===== config.mk =====
export PLATFORM = sky130hd
export DESIGN_NAME = fetch_unit
export DESIGN_NICKNAME = d
export VERILOG_FILES = /design/src/rtl/sisc_pkg.sv /design/src/rtl/fetch_unit_pc_reg.sv /design/src/rtl/fetch_unit.sv
export SDC_FILE = /design/constraint.sdc
export NUM_CORES = 1
export LEC_CHECK = 0
export ABC_AREA = 1
export CAP_MARGIN = 10
export CORE_UTILIZATION = 35
export DETAILED_ROUTE_END_ITERATION = 10
export HOLD_SLACK_MARGIN = 0.12
export SLEW_MARGIN = 20
export SYNTH_ARGS = -nofsm -noshare
export SYNTH_HDL_FRONTEND = slang
export SYNTH_SLANG_ARGS = --single-unit

===== constraint.sdc =====
create_clock -name clk -period 3.54 [get_ports clk]
set_input_delay 1.062 -clock clk [delete_from_list [all_inputs] [get_ports clk]]
set_output_delay 1.062 -clock clk [all_outputs]
set_load 0.05 [all_outputs]

===== src/rtl/sisc_pkg.sv =====
// Shared SISC definitions: fetch FSM encoding, datapath widths and instruction field positions.
package sisc_pkg;

   localparam int PC_W    = 16;
   localparam int INSTR_W = 32;

   localparam int OPC_HI = 31;
   localparam int OPC_LO = 28;
   localparam int MM_HI  = 27;
   localparam int MM_LO  = 24;
   localparam int IMM_HI = 15;
   localparam int IMM_LO = 0;

   typedef enum logic [1:0] {
      ST_IDLE  = 2'd0,
      ST_REQ   = 2'd1,
      ST_DRAIN = 2'd2
   } fetch_state_t;

endpackage


===== src/rtl/fetch_unit_pc_reg.sv =====
// Program counter: synchronous clear, sequential increment and branch-target load.
module pc_reg
   import sisc_pkg::*;
(
   input  logic            clk,
   input  logic            rst_f,
   input  logic            pc_rst,
   input  logic            pc_write,
   input  logic            pc_sel,
   input  logic            br_sel,
   input  logic [PC_W-1:0] imm,
   output logic [PC_W-1:0] pc
);

   function automatic logic [PC_W-1:0] pc_inc(input logic [PC_W-1:0] cur);
      return cur + PC_W'(1);
   endfunction

   // Relative targets wrap modulo 2^PC_W; absolute targets take the immediate as-is.
   function automatic logic [PC_W-1:0] br_target(input logic [PC_W-1:0] cur,
                                                  input logic [PC_W-1:0] off,
                                                  input logic            absolute);
      return absolute ? off : cur + off;
   endfunction

   logic [PC_W-1:0] pc_q;
   logic [PC_W-1:0] pc_nxt;

   always_comb begin
      pc_nxt = pc_q;
      if (pc_rst)
         pc_nxt = '0;
      else if (pc_write)
         pc_nxt = pc_sel ? br_target(pc_q, imm, br_sel) : pc_inc(pc_q);
   end

   always_ff @(posedge clk or negedge rst_f) begin
      if (!rst_f)
         pc_q <= '0;
      else
         pc_q <= pc_nxt;
   end

   assign pc = pc_q;

endmodule


===== src/rtl/fetch_unit.sv =====
// Instruction fetch: request FSM, instruction register and PC. Optional prefetch buffer
// is enabled by defining FETCH_PREFETCH_EN.
module fetch_unit
   import sisc_pkg::*;
(
   input  logic               clk,
   input  logic               rst_f,
   input  logic               ir_load,
   input  logic               pc_rst,
   input  logic               pc_write,
   input  logic               pc_sel,
   input  logic               br_sel,
   output logic               im_req,
   output logic [PC_W-1:0]    im_addr,
   input  logic               im_ack,
   input  logic [INSTR_W-1:0] im_rdata,
   output logic [INSTR_W-1:0] instr,
   output logic [3:0]         opcode,
   output logic [3:0]         mm,
   output logic [PC_W-1:0]    pc,
   output logic               ir_valid,
   output logic               fetch_busy
);

   fetch_state_t       state_q, state_nxt;
   logic               im_req_q, im_req_nxt;
   logic [PC_W-1:0]    im_addr_q, im_addr_nxt;
   logic [INSTR_W-1:0] ir_q, ir_nxt;
   logic               ir_valid_q, ir_valid_nxt;

`ifdef FETCH_PREFETCH_EN
   logic [INSTR_W-1:0] pf_data_q, pf_data_nxt;
   logic [PC_W-1:0]    pf_addr_q, pf_addr_nxt;
   logic               pf_valid_q, pf_valid_nxt;
   logic               pf_pend_q, pf_pend_nxt;   // a completed fetch still owes a prefetch
   logic               pf_fly_q, pf_fly_nxt;     // outstanding request belongs to the buffer
   logic               pf_inv;
   logic               pf_hit;
`endif

   pc_reg u_pc_reg (
      .clk      (clk),
      .rst_f    (rst_f),
      .pc_rst   (pc_rst),
      .pc_write (pc_write),
      .pc_sel   (pc_sel),
      .br_sel   (br_sel),
      .imm      (ir_q[IMM_HI:IMM_LO]),
      .pc       (pc)
   );

   always_comb begin
      state_nxt    = state_q;
      im_req_nxt   = im_req_q;
      im_addr_nxt  = im_addr_q;
      ir_nxt       = ir_q;
      ir_valid_nxt = ir_valid_q;
`ifdef FETCH_PREFETCH_EN
      pf_data_nxt  = pf_data_q;
      pf_addr_nxt  = pf_addr_q;
      pf_valid_nxt = pf_valid_q;
      pf_pend_nxt  = pf_pend_q;
      pf_fly_nxt   = pf_fly_q;
      pf_inv       = pc_rst | (pc_write & pc_sel);
      pf_hit       = pf_valid_q && (pf_addr_q == pc);
      if (pf_inv)
         pf_valid_nxt = 1'b0;
`endif

      case (state_q)
         ST_IDLE: begin
`ifdef FETCH_PREFETCH_EN
            if (ir_load && pf_hit) begin
               ir_nxt       = pf_data_q;
               ir_valid_nxt = 1'b1;
               pf_valid_nxt = 1'b0;
               pf_pend_nxt  = 1'b1;
            end else if (ir_load) begin
               state_nxt    = ST_REQ;
               im_req_nxt   = 1'b1;
               im_addr_nxt  = pc;
               ir_valid_nxt = 1'b0;
               pf_valid_nxt = 1'b0;
               pf_pend_nxt  = 1'b0;
               pf_fly_nxt   = 1'b0;
            end else if (pf_pend_q && !pf_valid_q && !pc_rst && !pc_write) begin
               // Only issue on a quiet PC so the buffered address matches the next ir_load.
               state_nxt   = ST_REQ;
               im_req_nxt  = 1'b1;
               im_addr_nxt = pc;
               pf_pend_nxt = 1'b0;
               pf_fly_nxt  = 1'b1;
            end
`else
            if (ir_load) begin
               state_nxt    = ST_REQ;
               im_req_nxt   = 1'b1;
               im_addr_nxt  = pc;
               ir_valid_nxt = 1'b0;
            end
`endif
         end

         ST_REQ: begin
`ifdef FETCH_PREFETCH_EN
            if (pc_rst || (pf_fly_q && pf_inv)) begin
`else
            if (pc_rst) begin
`endif
               // An ack in the same cycle ends the request; otherwise wait it out in DRAIN.
               if (im_ack) begin
                  state_nxt  = ST_IDLE;
                  im_req_nxt = 1'b0;
               end else begin
                  state_nxt  = ST_DRAIN;
               end
            end else if (im_ack) begin
               state_nxt  = ST_IDLE;
               im_req_nxt = 1'b0;
`ifdef FETCH_PREFETCH_EN
               if (pf_fly_q) begin
                  pf_data_nxt  = im_rdata;
                  pf_addr_nxt  = im_addr_q;
                  pf_valid_nxt = 1'b1;
               end else begin
                  ir_nxt       = im_rdata;
                  ir_valid_nxt = 1'b1;
                  pf_pend_nxt  = 1'b1;
               end
`else
               ir_nxt       = im_rdata;
               ir_valid_nxt = 1'b1;
`endif
            end
         end

         ST_DRAIN: begin
            if (im_ack) begin
               state_nxt  = ST_IDLE;
               im_req_nxt = 1'b0;
            end
         end

         default: begin
            state_nxt  = ST_IDLE;
            im_req_nxt = 1'b0;
         end
      endcase
   end

   always_ff @(posedge clk or negedge rst_f) begin
      if (!rst_f) begin
         state_q    <= ST_IDLE;
         im_req_q   <= 1'b0;
         im_addr_q  <= '0;
         ir_q       <= '0;
         ir_valid_q <= 1'b0;
`ifdef FETCH_PREFETCH_EN
         pf_data_q  <= '0;
         pf_addr_q  <= '0;
         pf_valid_q <= 1'b0;
         pf_pend_q  <= 1'b0;
         pf_fly_q   <= 1'b0;
`endif
      end else begin
         state_q    <= state_nxt;
         im_req_q   <= im_req_nxt;
         im_addr_q  <= im_addr_nxt;
         ir_q       <= ir_nxt;
         ir_valid_q <= ir_valid_nxt;
`ifdef FETCH_PREFETCH_EN
         pf_data_q  <= pf_data_nxt;
         pf_addr_q  <= pf_addr_nxt;
         pf_valid_q <= pf_valid_nxt;
         pf_pend_q  <= pf_pend_nxt;
         pf_fly_q   <= pf_fly_nxt;
`endif
      end
   end

   assign im_req     = im_req_q;
   assign im_addr    = im_addr_q;
   assign instr      = ir_q;
   assign opcode     = ir_q[OPC_HI:OPC_LO];
   assign mm         = ir_q[MM_HI:MM_LO];
   assign ir_valid   = ir_valid_q;
   assign fetch_busy = (state_q != ST_IDLE);

endmodule


==> Word level (Yosys, flattened, before mapping) <==
Index checks and enable logic that the tools add are counted.
{ "word_totals": {"n_memories": 0, "elab_cells": 40, "register_bits": 68, "mem_bits_rw": 0, "mem_bits_ro": 0, "latch_bits": 0} }
{ "classes": {"eq_ne": 6, "shifts": 0, "reduce_logical": 9, "mul": 0, "addsub": 2, "div_mod_pow": 0, "bitwise_logic": 1, "order_cmp": 0, "n_mux": 16} }
{ "ops": {"columns": ["operator", "n"], "rows": [
  ["16-bit 2-to-1 mux", 4],
  ["16-bit by 1-bit adder with 16-bit output (second input constant)", 1],
  ["16-bit adder", 1],
  ["2-bit 2-to-1 mux", 4],
  ["2-bit inequality test (second input constant)", 3],
  ["2-bit one-hot mux with 3 select lines", 1],
  ["2-bit nonzero test", 3],
  ["1-bit 2-to-1 mux", 5],
  ["1-bit one-hot mux with 2 select lines", 2],
  ["2-bit AND reduction", 2],
  ["4-bit AND reduction", 1],
  ["3-bit AND reduction", 1],
  ["2-bit by 1-bit == test with 1-bit output (second input constant)", 1],
  ["2-bit == test (second input constant)", 1],
  ["2-bit zero test", 1],
  ["2-bit by 1-bit inequality test with 1-bit output (second input constant)", 1],
  ["2-bit OR reduction", 1],
  ["1-bit NOT", 1]
]} }

==> Depth between registers and ports, before layout <==
{ "depth": {"depth_word": 5, "depth_mapped": 13, "mapped_depth_nobuf": 13} }

==> Cells and area by module <==
Synthesis repeated with hierarchy kept, for this count alone.
{ "unflattened": {"hier_cells": 594, "area_unflattened_um2": 4468.0} }
{ "modules_own_cells": {"columns": ["mod", "seq_area_each_um2", "cells_each", "n_inst", "area_per_inst_um2"], "rows": [
  ["fetch_unit", 1301.2, 215, 1, 2283.4],
  ["pc_reg", 400.4, 379, 1, 2184.6]
]} }

==> Worst setup path before layout <==
OpenSTA, ideal clock, no wires.
{ "synth_path": {"path_type": "register to register", "from": "register u_pc_reg.pc_q[0], in the netlist u_pc_reg.pc[0]", "to": "register u_pc_reg.pc_q[12], in the netlist u_pc_reg.pc[12]", "path_slack_ns": 1.374, "stages_incl_launch_ff": 14, "required_time_ns": 3.422, "path_buffers": 0, "t_arrival_ns": 2.048, "period_less_slack_ns": 2.166, "setup_ns": 0.118, "cell_sequence": "dfrtp_1 > ha_1 > inv_1 > fa_1 > inv_1 > nand3_1 > nand3_1 > nand3_1 > nand3_1 > nand2_1 > nand3_1 > nand2_1 > nand2_1 > nand2_1"} }
{ "synth_between": {"elab_chain_cells": 5} }
{ "synth_rtl": {"columns": ["item", "line_no", "source"], "rows": [
  ["from (decl)", "fetch_unit_pc_reg.sv:26", "logic [PC_W-1:0] pc_q;"],
  ["from (signal assigned)", "fetch_unit_pc_reg.sv:41", "pc_q <= pc_nxt;"],
  ["16-bit adder", "fetch_unit_pc_reg.sv:23", "return absolute ? off : cur + off;"],
  ["16-bit 2-to-1 mux", "fetch_unit_pc_reg.sv:23", null],
  ["16-bit 2-to-1 mux (*)", "fetch_unit_pc_reg.sv:34", "pc_nxt = pc_sel ? br_target(pc_q, imm, br_sel) : pc_inc(pc_q);"],
  ["16-bit 2-to-1 mux (*)", "fetch_unit_pc_reg.sv:33", "else if (pc_write)"],
  ["16-bit 2-to-1 mux (*)", "fetch_unit_pc_reg.sv:31", "if (pc_rst)"]
]} }
Every way passes the cells marked *; elsewhere a longest branch is shown, timed or not. The select of a mux whose other input is x is not followed.
A chain may end at the register's enable or synchronous reset.

==> Worst setup path after layout <==
{ "layout_path": {"from": "register state_q[0]", "to": "output fetch_busy"} }
{ "layout_between": {"elab_chain_cells": 1} }
{ "layout_rtl": {"columns": ["item", "line_no", "source"], "rows": [
  ["from (decl)", "fetch_unit.sv:25", "fetch_state_t state_q, state_nxt;"],
  ["from (signal assigned)", "fetch_unit.sv:166", "state_q <= state_nxt;"],
  ["2-bit nonzero test", "fetch_unit.sv:187", "assign fetch_busy = (state_q != ST_IDLE);"],
  ["to (decl)", "fetch_unit.sv:22", "output logic fetch_busy"]
]} }
No other way between the ends.

==> summary.json <==
{
  "synth.yosys.warnings": {"value": 0},
  "max_slew.worst_pin.slew": {"value": 871.0, "unit": "ps"},
  "post_route_cells_drive_above_1_share": {"value": 10.99, "unit": "%"},
  "postCtsHoldBufs": {"value": 0},
  "unrepaired_setup_endpoints_after_global_routing": {"value": "false"},
  "cts_max_path_buffers": {"value": 2},
  "dpl_cell_area": {"value": 0.005510, "unit": "mm2"},
  "drt_first_pass_iters": {"value": 4},
  "finalWeightedCongestion": {"value": 0.8463},
  "die_area": {"value": 0.01264, "unit": "mm2"},
  "post_cts_buffers": {"value": 0},
  "postCtsResizedCells": {"value": 0},
  "critPathMaxFanout": {"value": 4},
  "final.min_clock_period": {"value": 3029, "unit": "ps"},
  "maxSlewViolCount": {"value": 0},
  "final.setup_skew": {"value": 6.302, "unit": "ps"},
  "timing.critical_path.required": {"value": 2480, "unit": "ps"},
  "clock_sinks": {"value": 68},
  "worst_skew_pair.late_latency": {"value": 340, "unit": "ps"},
  "synthCells": {"value": 541},
  "timing.critical_path.from_type": {"value": "flop"},
  "placedCellCount": {"value": 782},
  "criticalPathCategory": {"value": "flop to primary output"},
  "cts_tree": {"value": "done"},
  "syn-mean-instance-area": {"value": 7.886, "unit": "um2"},
  "grt_remaining_overflow": {"value": 0},
  "ys_types": {"value": 31},
  "fmax": {"value": 330.2, "unit": "MHz"},
  "vias": {"value": 3915},
  "worst_setup_path_end_kind": {"value": "primary output"},
  "detail_route.wirelength": {"value": 11.77, "unit": "mm"},
  "cap_violations": {"value": 0},
  "report.final.setup_viol": {"value": 0},
  "power.density": {"value": 1000, "unit": "mW/mm2"},
  "power.ir.vdd_worst": {"value": 0.4926, "unit": "mV"},
  "setup_slack_of_the_critical_path_after_layout": {"value": 511.2, "unit": "ps"},
  "top_level_ports": {"value": 115},
  "die_y": {"value": 112.4, "unit": "um"},
  "hold-worst-slack": {"value": 485.6, "unit": "ps"},
  "grt_pass1_wl": {"value": 19.78, "unit": "mm"},
  "power.static_leakage": {"value": 2.725, "unit": "nW"},
  "cts-root-buf": {"value": "clkbuf_16"},
  "timing.slew.headroom": {"value": 41.94, "unit": "%"},
  "detail-route-antenna-nets": {"value": 0},
  "number_of_buffers_created_by_cts": {"value": 9},
  "detailedRoute.firstIterationViolations": {"value": 151},
  "mappedNetlistNets": {"value": 602},
  "worst-r2r-cell-count": {"value": 13},
  "gr-usage-all-layers": {"value": 20.09, "unit": "%"},
  "area_used_by_multi_input_combinational_logic": {"value": 0.002190, "unit": "mm2"},
  "cp_data_arrival_time": {"value": 1970, "unit": "ps"},
  "crit-reg2reg-capture": {"value": "u_pc_reg.pc[12]"},
  "worst_hold_path_type": {"value": "flop to flop"},
  "remaining_drc_errors": {"value": 0},
  "largest_reg_flops": {"value": 32},
  "pre_cts_ws": {"value": 659.9, "unit": "ps"},
  "synth_area": {"value": 0.004267, "unit": "mm2"},
  "r2r_start": {"value": "u_pc_reg.pc[0]"},
  "flow.area_growth_from_synthesis": {"value": 35.69, "unit": "%"},
  "numPortBuffers": {"value": 114},
  "finish.cell_count_without_fillers": {"value": 798},
  "route.detailed.vias_per_inst": {"value": 4.906},
  "cp-startpoint": {"value": "state_q[0]"},
  "ys_seq_elements": {"value": 68},
  "ctsHtreeMaxLevel": {"value": 3},
  "hpwl": {"value": 9.075, "unit": "mm"},
  "grt_antenna_before_repair": {"value": 0},
  "timing.final.hold_violations": {"value": 0},
  "r2r_slack": {"value": 1370, "unit": "ps"},
  "design.final.nets": {"value": 711},
  "p_total": {"value": 5.790, "unit": "mW"},
  "postLayoutCellArea": {"value": 0.005789, "unit": "mm2"},
  "clock_pin_slew_on_the_worst_setup_and_hold_paths": {"value": 50, "unit": "ps"},
  "ff_latch_area": {"value": 0.001702, "unit": "mm2"},
  "grt_pass1_vias": {"value": 3883},
  "floorplan.core_area": {"value": 0.01166, "unit": "mm2"},
  "n_fill_cell": {"value": 1149},
  "outcome": {"value": "completed"},
  "floorplan.initialDensity": {"value": 36.58, "unit": "%"},
  "fp-row-count": {"value": 39},
  "die_x": {"value": 112.4, "unit": "um"},
  "worstSetupEndpoint": {"value": "fetch_busy"},
  "finalCoreUtilization": {"value": 49.64, "unit": "%"},
  "setup-tns-final": {"value": 0, "unit": "ps"},
  "grt_max_degree": {"value": 69},
  "diodes": {"value": 0},
  "fin_crit_sh": {"value": 85.56, "unit": "%"},
  "part_of_the_yosys_area_used_for_sequential_elements": {"value": 39.88, "unit": "%"},
  "avgRoutedWirePerCell": {"value": 14.75, "unit": "um"}
}
==> synth_stat cells, drive strengths merged <==
master | number | area [um2]
inv | 68 | 255.2
nand3b | 2 | 15.01
nor2 | 30 | 135.1
nand4 | 6 | 37.54
a21oi | 37 | 188.9
o31ai | 1 | 7.510
clkbuf | 7 | 26.28
clkinv | 1 | 3.750
nor3 | 10 | 61.31
o21ai | 35 | 178.9
fa | 1 | 20.02
xor2 | 5 | 43.79
o22ai | 3 | 18.77
xnor2 | 6 | 52.55
or2 | 3 | 18.77
buf | 13 | 90.08
ha | 20 | 250.2
mux2 | 34 | 382.9
dfrtp | 68 | 1702
nand2 | 158 | 598.1
nand3 | 33 | 180.2
==> final cells by class <==
cell class	instances	area share [%]
multi-input combinational	384	37.82
sequential	68	29.39
timing repair buffer	118	20.40
inverter	69	4.474
clock buffer	10	4.128
tap	143	3.091
clock inverter	6	0.6916
==> worst min-delay path by stage <==
stage,startpoint,slack (ps),endpoint,depth (start not counted)
floorplan,state_q[0],510,state_q[0],2
global placement,im_addr[14],470,im_addr[14],2
detailed placement,im_addr[13],480,im_addr[13],2
CTS,im_addr[13],500,im_addr[13],2
global route,im_addr[14],520,im_addr[14],2
finish,im_addr[1],490,im_addr[1],2
==> kinds of logic (layout without fill, tap and decap cells) <==
family                   after synthesis  after routing  synth area share, %
XOR/XNOR                              11             11                2.258
AO/OA/AOI/OAI                         76             76                9.238
flip-flops                            68             68                39.88
AND/OR/NAND/NOR                      242            242                24.52
buffers and inverters                 89            203                8.797
multiplexers                          34             34                8.974
adder cells (fa/ha/maj)               21             21                6.334
==> layer usage <==
layer / global-route usage [%] / share of wire (%)
met1: 25.27 / 46
met2: 33.25 / 47
met3: 5.778 / 5.2
met4: 6.578 / 1.4
met5: 0 / 0
==> power breakdown <==
group	switching [mW]	internal, mW	total (mW)
Clock	0.346	0.491	0.837
Sequential	0.328	1.10	1.43
Combinational	2.29	1.24	3.52
==> cell usage in the layout (no fill, tap or decap), types with 9 or more instances in the layout <==
cell type	netlist	final
nand2_1	156	156
clkdlybuf4s50_1	0	113
inv_1	68	68
dfrtp_1	68	68
a21oi_1	36	36
mux2_2	34	34
o21ai_0	31	31
nand3_1	30	30
nor2_1	23	23
ha_1	20	20
nor3_1	9	9
clkbuf_16	0	9
==> critical path, stage by stage (launching register included) <==
cell             delay [ps]
dfrtp_1                 400
inv_1                   100
ha_1                    230
inv_1                    90
clkdlybuf4s50_1         800
Note: power is estimated with default switching activity, not from simulation.
